**src/rtl/muldiv_pkg.sv**
```systemverilog
// Shared encodings and constants for the sequential 4-bit divider/multiplier.
package muldiv_pkg;

    localparam int WIDTH = 4;
    localparam int ITER  = 4;

    localparam logic OP_DIV = 1'b0;
    localparam logic OP_MUL = 1'b1;

    typedef enum logic [1:0] {
        IDLE = 2'd0,
        RUN  = 2'd1,
        DONE = 2'd2
    } state_t;

endpackage

```
**src/rtl/adder_cum_subtractor4b.sv**
```systemverilog
// 4-bit ripple adder/subtractor: i_cin=1 inverts i_y and adds one, giving i_x - i_y.
module adder_cum_subtractor4b (
    input  logic [3:0] i_x,
    input  logic [3:0] i_y,
    input  logic       i_cin,
    output logic [3:0] o_s,
    output logic       o_cout
);

    logic [3:0] w_y;

    assign w_y           = i_y ^ {4{i_cin}};
    assign {o_cout, o_s} = {1'b0, i_x} + {1'b0, w_y} + {4'b0000, i_cin};

endmodule

```
**src/rtl/seq_muldiv4b.sv**
```systemverilog
// Sequential 4-bit unsigned restoring divider; multiply (shift-add) mode is
// added when MULDIV_MULT_EN is defined.
module seq_muldiv4b
    import muldiv_pkg::*;
(
    input  logic             clk,
    input  logic             rst_n,
    input  logic             in_valid,
    output logic             in_ready,
    input  logic             op,
    input  logic [WIDTH-1:0] opa,
    input  logic [WIDTH-1:0] opb,
    output logic             out_valid,
    input  logic             out_ready,
    output logic [WIDTH-1:0] res_hi,
    output logic [WIDTH-1:0] res_lo,
    output logic             dbz
);

    state_t           r_state, w_next;
    logic [WIDTH-1:0] r_a, r_q, r_m;
    logic [1:0]       r_cnt;
    logic             r_dbz;

    logic [WIDTH-1:0] w_ashift, w_x, w_s, w_a_div;
    logic             w_cin, w_cout, w_qbit, w_dbz_in, w_mul;

    // Divide: {A,Q} shifted left; the bit leaving A covers the 5th bit of the partial remainder.
    assign w_ashift = {r_a[WIDTH-2:0], r_q[WIDTH-1]};
    assign w_qbit   = r_a[WIDTH-1] | w_cout;
    assign w_a_div  = w_qbit ? w_s : w_ashift;

`ifdef MULDIV_MULT_EN
    logic             r_c, r_op;
    logic             w_c_n;
    logic [WIDTH-1:0] w_a_n;

    assign w_mul    = (r_op == OP_MUL);
    assign w_x      = w_mul ? r_a : w_ashift;
    assign w_cin    = ~w_mul;
    assign w_dbz_in = (op == OP_DIV) && (opb == '0);
    assign w_c_n    = r_q[0] ? w_cout : r_c;
    assign w_a_n    = r_q[0] ? w_s : r_a;
`else
    logic w_unused_op;

    assign w_unused_op = op;
    assign w_mul       = 1'b0;
    assign w_x         = w_ashift;
    assign w_cin       = 1'b1;
    assign w_dbz_in    = (opb == '0);
`endif

    adder_cum_subtractor4b u_addsub (
        .i_x    (w_x),
        .i_y    (r_m),
        .i_cin  (w_cin),
        .o_s    (w_s),
        .o_cout (w_cout)
    );

    always_ff @(posedge clk or negedge rst_n) begin
        if (!rst_n) r_state <= IDLE;
        else        r_state <= w_next;
    end

    always_comb begin
        w_next    = r_state;
        in_ready  = 1'b0;
        out_valid = 1'b0;
        case (r_state)
            IDLE: begin
                in_ready = 1'b1;
                if (in_valid) w_next = RUN;
            end
            RUN:  if (r_cnt == 2'(ITER - 1)) w_next = DONE;
            DONE: begin
                out_valid = 1'b1;
                if (out_ready) w_next = IDLE;
            end
            default: w_next = IDLE;
        endcase
    end

    always_ff @(posedge clk or negedge rst_n) begin
        if (!rst_n) begin
            r_a   <= '0;
            r_q   <= '0;
            r_m   <= '0;
            r_cnt <= '0;
            r_dbz <= 1'b0;
`ifdef MULDIV_MULT_EN
            r_c   <= 1'b0;
            r_op  <= OP_DIV;
`endif
        end else if (r_state == IDLE && in_valid) begin
            r_a   <= '0;
            r_q   <= opa;
            r_m   <= opb;
            r_cnt <= '0;
            r_dbz <= w_dbz_in;
`ifdef MULDIV_MULT_EN
            r_c   <= 1'b0;
            r_op  <= op;
`endif
        end else if (r_state == RUN) begin
            r_cnt <= r_cnt + 2'd1;
`ifdef MULDIV_MULT_EN
            r_c   <= 1'b0;
`endif
            if (!w_mul) begin
                r_a <= w_a_div;
                r_q <= {r_q[WIDTH-2:0], w_qbit};
            end
`ifdef MULDIV_MULT_EN
            else begin
                // Right shift of {C,A,Q} after the conditional add; C refills with 0.
                r_a <= {w_c_n, w_a_n[WIDTH-1:1]};
                r_q <= {w_a_n[0], r_q[WIDTH-1:1]};
            end
`endif
        end
    end

    assign res_hi = r_a;
    assign res_lo = r_q;
    assign dbz    = r_dbz;

endmodule

```
**config.mk**
```make
export PLATFORM = sky130hd
export DESIGN_NAME = seq_muldiv4b
export DESIGN_NICKNAME = d
export VERILOG_FILES = /design/src/rtl/muldiv_pkg.sv /design/src/rtl/adder_cum_subtractor4b.sv /design/src/rtl/seq_muldiv4b.sv
export SDC_FILE = /design/constraint.sdc
export NUM_CORES = 1
export LEC_CHECK = 0
export CAP_MARGIN = 20
export CORE_MARGIN = 5
export CORE_UTILIZATION = 46
export DETAILED_ROUTE_END_ITERATION = 7
export PLACE_DENSITY = 0.79
export SLEW_MARGIN = 20
export SYNTH_ARGS = -nofsm -noshare
export SYNTH_HDL_FRONTEND = slang
export SYNTH_SLANG_ARGS = --single-unit
```
**constraint.sdc**
```tcl
create_clock -name clk -period 2.22 [get_ports clk]
set_input_delay 0.222 -clock clk [delete_from_list [all_inputs] [get_ports clk]]
set_output_delay 0.222 -clock clk [all_outputs]
set_load 0.05 [all_outputs]
```
* Yosys cells after proc, flatten, opt, wreduce, memory -nomap -nowiden
Cells that the tools add are included.
Widths: inputs -> output; s select.
** Storage, ports and cells
- Register bits :: 17
- Bits in latches :: 0
- RAM bits :: 0
- ROM bits :: 0
- Input bits :: 13
- Output and inout bits :: 11
- Logic and storage cells :: 35
- Memories :: 0
** Operators by class
- Add/sub/neg operators :: 3
- Multiply operators :: 0
- Divide/modulo/power cells :: 0
- Magnitude comparators :: 0
- Eq/ne operators :: 6
- Shift-type cells :: 0
- Multiplexer cells :: 13
- Bitwise operators :: 2
- Reduce and logical (&&, ||, !) cells :: 5
** Operator list (count)
- $mux 4 :: 5
- $mux 2 :: 5
- $ne 2x2->1 const B :: 3
- $pmux 2 s3 :: 1
- $add 4x4->5 :: 1
- $add 5x1->5 const B :: 1
- $eq 2x2->1 const B :: 2
- $logic_not 4->1 :: 1
- $not 4->4 :: 1
- $reduce_and 3->1 :: 1
- $add 2x1->2 const B :: 1
- $eq 2x1->1 const B :: 1
- $logic_not 2->1 :: 1
- $mux 1 :: 2
- $reduce_bool 2->1 :: 1
- $logic_and 1x1->1 :: 1
- $or 1x1->1 :: 1

* Logic depth before layout (Yosys ltp)
- Depth in word-level cells :: 7
- Gate-level depth with buffers :: 7
- Depth with buffers taken out :: 7

* Hierarchy
A second synthesis with hierarchy kept.
** Second synthesis, totals
- Cells, all modules :: 90
- Area total of the unflattened synthesis :: 993.5 µm²
** By module, submodules not included
- seq_muldiv4b :: times used 1, cells an instance 70, area an instance 808.3 µm², seq. area each 425.4 µm²
- adder_cum_subtractor4b :: times used 1, cells an instance 20, area an instance 185.2 µm², seq. area each 0.0 µm²

* Worst setup path after synthesis
Ideal clock, no wire load.
- Path type :: register to register
- Start point :: register r_q[3], in the netlist res_lo[3]
- End point :: register r_a[0], in the netlist res_hi[0]
- Setup time :: 0.074 ns
- Arrival :: 2.068 ns
- Data required time :: 2.146 ns
- Slack :: 0.078 ns
- Stages on the path, launching flop included :: 8
- Path buffers :: 0
- Clock period less this slack :: 2.142 ns
- Path through :: dfrtp_1 > inv_1 > ha_1 > fa_1 > nand3b_1 > nand2_2 > mux2_4 > o21ai_2
** Between the ends
- Cells in the longest elaborated chain, start to end :: 6
** RTL lines
- from (decl) :: line seq_muldiv4b.sv:21 : logic [WIDTH-1:0] r_a, r_q, r_m;
- from (signal assigned) :: line seq_muldiv4b.sv:98 : r_q <= opa;
- from (signal assigned) :: line seq_muldiv4b.sv:113 : r_q <= {r_q[WIDTH-2:0], w_qbit};
- $add 4x4->5 :: line adder_cum_subtractor4b.sv:13 : assign {o_cout, o_s} = {1'b0, i_x} + {1'b0, w_y} + {4'b0000, i_cin};
- $add 5x1->5 :: line adder_cum_subtractor4b.sv:13
- $or 1x1->1 :: line seq_muldiv4b.sv:30 : assign w_qbit = r_a[WIDTH-1] | w_cout;
- $mux 4 (*) :: line seq_muldiv4b.sv:31 : assign w_a_div = w_qbit ? w_s : w_ashift;
- $mux 4 (*) :: line seq_muldiv4b.sv:106 : end else if (r_state == RUN) begin
- $mux 4 (*) :: line seq_muldiv4b.sv:96 : end else if (r_state == IDLE && in_valid) begin
- to (signal assigned) :: line seq_muldiv4b.sv:112 : r_a <= w_a_div;
- to (decl) :: line seq_muldiv4b.sv:21
Every way passes the cells marked *; elsewhere a longest branch is shown, timed or not. The select of a mux whose other input is x is not followed.
A chain may end at the register's enable or synchronous reset.

* Final worst setup path
- Start point :: register r_state[1]
- End point :: output out_valid
** Between the ends
- Cells in the longest elaborated chain, start to end :: 2
** RTL lines
- from (decl) :: line seq_muldiv4b.sv:20 : state_t r_state, w_next;
- from (signal assigned) :: line seq_muldiv4b.sv:64 : else r_state <= w_next;
- $eq 2x2->1 :: line seq_muldiv4b.sv:71 : case (r_state)
- $mux 1 :: line seq_muldiv4b.sv:71
- to (decl) :: line seq_muldiv4b.sv:13 : output logic out_valid,
Every way passes these cells.

==> results.md <==
- Most crowded layer after global routing: met2
- Number of synthesized register bits: 17
- CP Max Fanout: 5
- DPL Wire Length: 1460 um
- Startpoint class of the critical path: flip-flop
- Synth cell count leaders: nand2_1 (19), dfrtp_1 (17), o21ai_0 (10)
- Total wire length: 1870 um
- Final ANT Viol Nets: 0
- Fill cell count: 167
- Clock Pin Slew Worst Setup and Hold Paths: 0.10 ns
- Clk sinks: 17
- Worst Path Required: 2.00 ns
- Fin Clk Skew: 0.00408 ns
- Drt drc: 0
- Cells after Synth: 91
- Number of I/O port buffers: 22
- Ys Warns: 0
- CTS Hold Bufs: 0
- Number of synthesized flops with an enable pin: 0
- DR WL/cell: 13.2 um
- Max Fclk: 508 MHz
- R2R cell count: 7
- Crit path capture type: primary output
- Die ar.: 2930 um^2
- Post-layout nets: 135
- Netlist Area Pre-Place: 897 um^2
- Mapped Avg Cell Area: 9.86 um^2
- Final worst path period share: 88.7%
- Post-CTS setup buffer count: 0
- Post-CTS sizing: 0
- Number of global-route vias before repair: 762
- Global-route wire length before repair: 3260 um
- CTS Buf Count: 3
- Placed instance area: 1140 um^2
- Die Y: 54.2 um
- Relative slew slack: 49.2%
- Gp weighted congestion: 0.812
- Reg-to-Reg End: res_hi[0]
- Core footprint: 1900 um^2
- Unrepaired setup endpoints after global routing: false
- Starting DRT DRC Count: 10
- Bufs on Longest Clock Path: 2
- Register area share after synthesis: 47.4%
- Synth unique cells: 28
- Setup violators final: 0
- Setup_tns: 0 ns
- Kind of critical path: flip-flop to primary output
- Crit path cell chain: nor2b_1 > clkdlybuf4s50_1
- Worst reg-to-reg setup slack: 0.31 ns
- GRT overflow: 0
- Finished Cell Area: 1170 um^2
- Drt pass-1 iters: 4
- Status: completed
- Share of cells above drive strength 1: 10.4%
- Worst path slowest cell: clkdlybuf4s50_1
- Finished Core Util: 61.6%
- Number of max-cap violations: 0
- Worst Max-Slew Pin Slew: 0.760 ns
- Boundary pin count: 24
- Final Hold Vio Count: 0
- Chip Width: 54.2 um
- Avg Vias per Cell: 5.15
- Met2 GRT Util: 25.7%
- TritonCTS clock tree: done
- Total Routing Usage GR: 15.6%
- Minimum clock period: 1.97 ns
- Root Buffer: clkbuf_4
- Synth area leaders: dfrtp_1 (47%), nand2_1 (7.9%), ha_1 (7.0%)
- Most common cell in the netlist: nand2_1
- R2R Path Start: res_lo[3]
- Post-synth top area cell: dfrtp_1
- Vias: 732
- H-tree levels: 1
- HP Class: input pin to asynchronous set/reset pin
- Layout area overhead: 30.5%
- Ant diodes: 0
- Syn nets: 110
- Initial antenna violation count: 0
- CP max stage delay: 0.83 ns
- GR Util met1: 19.0%
- Met3 Resource Use GR: 3.60%
- Starting density of the core: 47.2%
- Largest net degree at the start of global routing: 18
- Clock Latency Late Sink: 0.29 ns
- Max Slew Vio Count: 0
- Top-area cell type share of the netlist area: 47.4%
- Critical path data arrival time: 1.75 ns
- Top FF cell, synth: dfrtp_1
- Rows: 16
- Ys async rst share: 100%
-- final cells by class --
type	instances	area, um^2	share of cell area, %
Multi-Input combinational cell	65	434	37.1
Sequential cell	17	425	36.3
Timing Repair Buffer	23	228	19.4
Tap cell	27	33.8	2.88
Clock buffer	3	22.5	1.92
Inverter	6	22.5	1.92
Clock inverter	1	5.00	0.427
-- state kept, by name, summed over array words and instances (netlist names) --
signal,flops
r_cnt,2
r_m,4
res_hi,4
res_lo,4
dbz,1
r_state,2
-- per-layer routing --
metal / part of all wire [%] / routed length [um]
met1: 45 / 840
met2: 49 / 907
met3: 5.1 / 96
met4: 1.3 / 25
met5: 0 / 0
-- logic make-up after synthesis --
family | after synthesis | share of synthesized area [%]
AOI/OAI and AO/OA | 22 | 15.9
xor gates and xnor gates | 2 | 1.95
adders and majority gates | 6 | 9.21
buffers and inverters | 9 | 4.18
DFF | 17 | 47.4
muxes | 3 | 4.46
and+or+nand+nor | 32 | 16.9
-- per-stage QoR --
| stage | hold WS [ns] | setup WS (ns) | instances |
|---|---|---|---|
| 6_report | 0.368 | 0.251 | 142 |
| 5_1_grt | 0.430 | 0.165 | 142 |
| 4_1_cts | 0.385 | 0.237 | 142 |
| 3_5_place_dp | 0.477 | 0.355 | 138 |
| 3_3_place_gp | 0.464 | 0.386 | 138 |
| 2_1_floorplan | -0.0736 | 0.0784 | 91 |
-- cells in the final DEF (no fill, tap or decap), drive strengths merged, types with 2 or more instances in the layout --
cell           count
clkbuf             3
dfrtp             17
nor2               2
nand2             20
a22oi              2
nor2b              2
nand3              3
inv                6
mux2               2
a21oi              3
clkdlybuf4s50     22
ha                 5
o21ai             12
-- worst max-delay path by stage --
stage / start / end / slack, ns
2_1_floorplan: res_lo[3] / res_hi[0] / 0.08
3_3_place_gp: res_lo[3] / res_hi[0] / 0.39
3_5_place_dp: res_lo[3] / res_hi[1] / 0.36
4_1_cts: r_state[1] / out_valid / 0.24
5_1_grt: r_state[1] / out_valid / 0.16
6_report: r_state[1] / out_valid / 0.25
-- critical path: cells and delay by family (launching register included) --
family                 cells  cell delay [ns]
and+or+nand+nor            1             0.20
DFF                        1             0.42
buffers and inverters      1             0.83
Power is left out: the tool's default activity adds up to more than one toggle a clock period on the data nets, which glitch-free logic cannot reach.
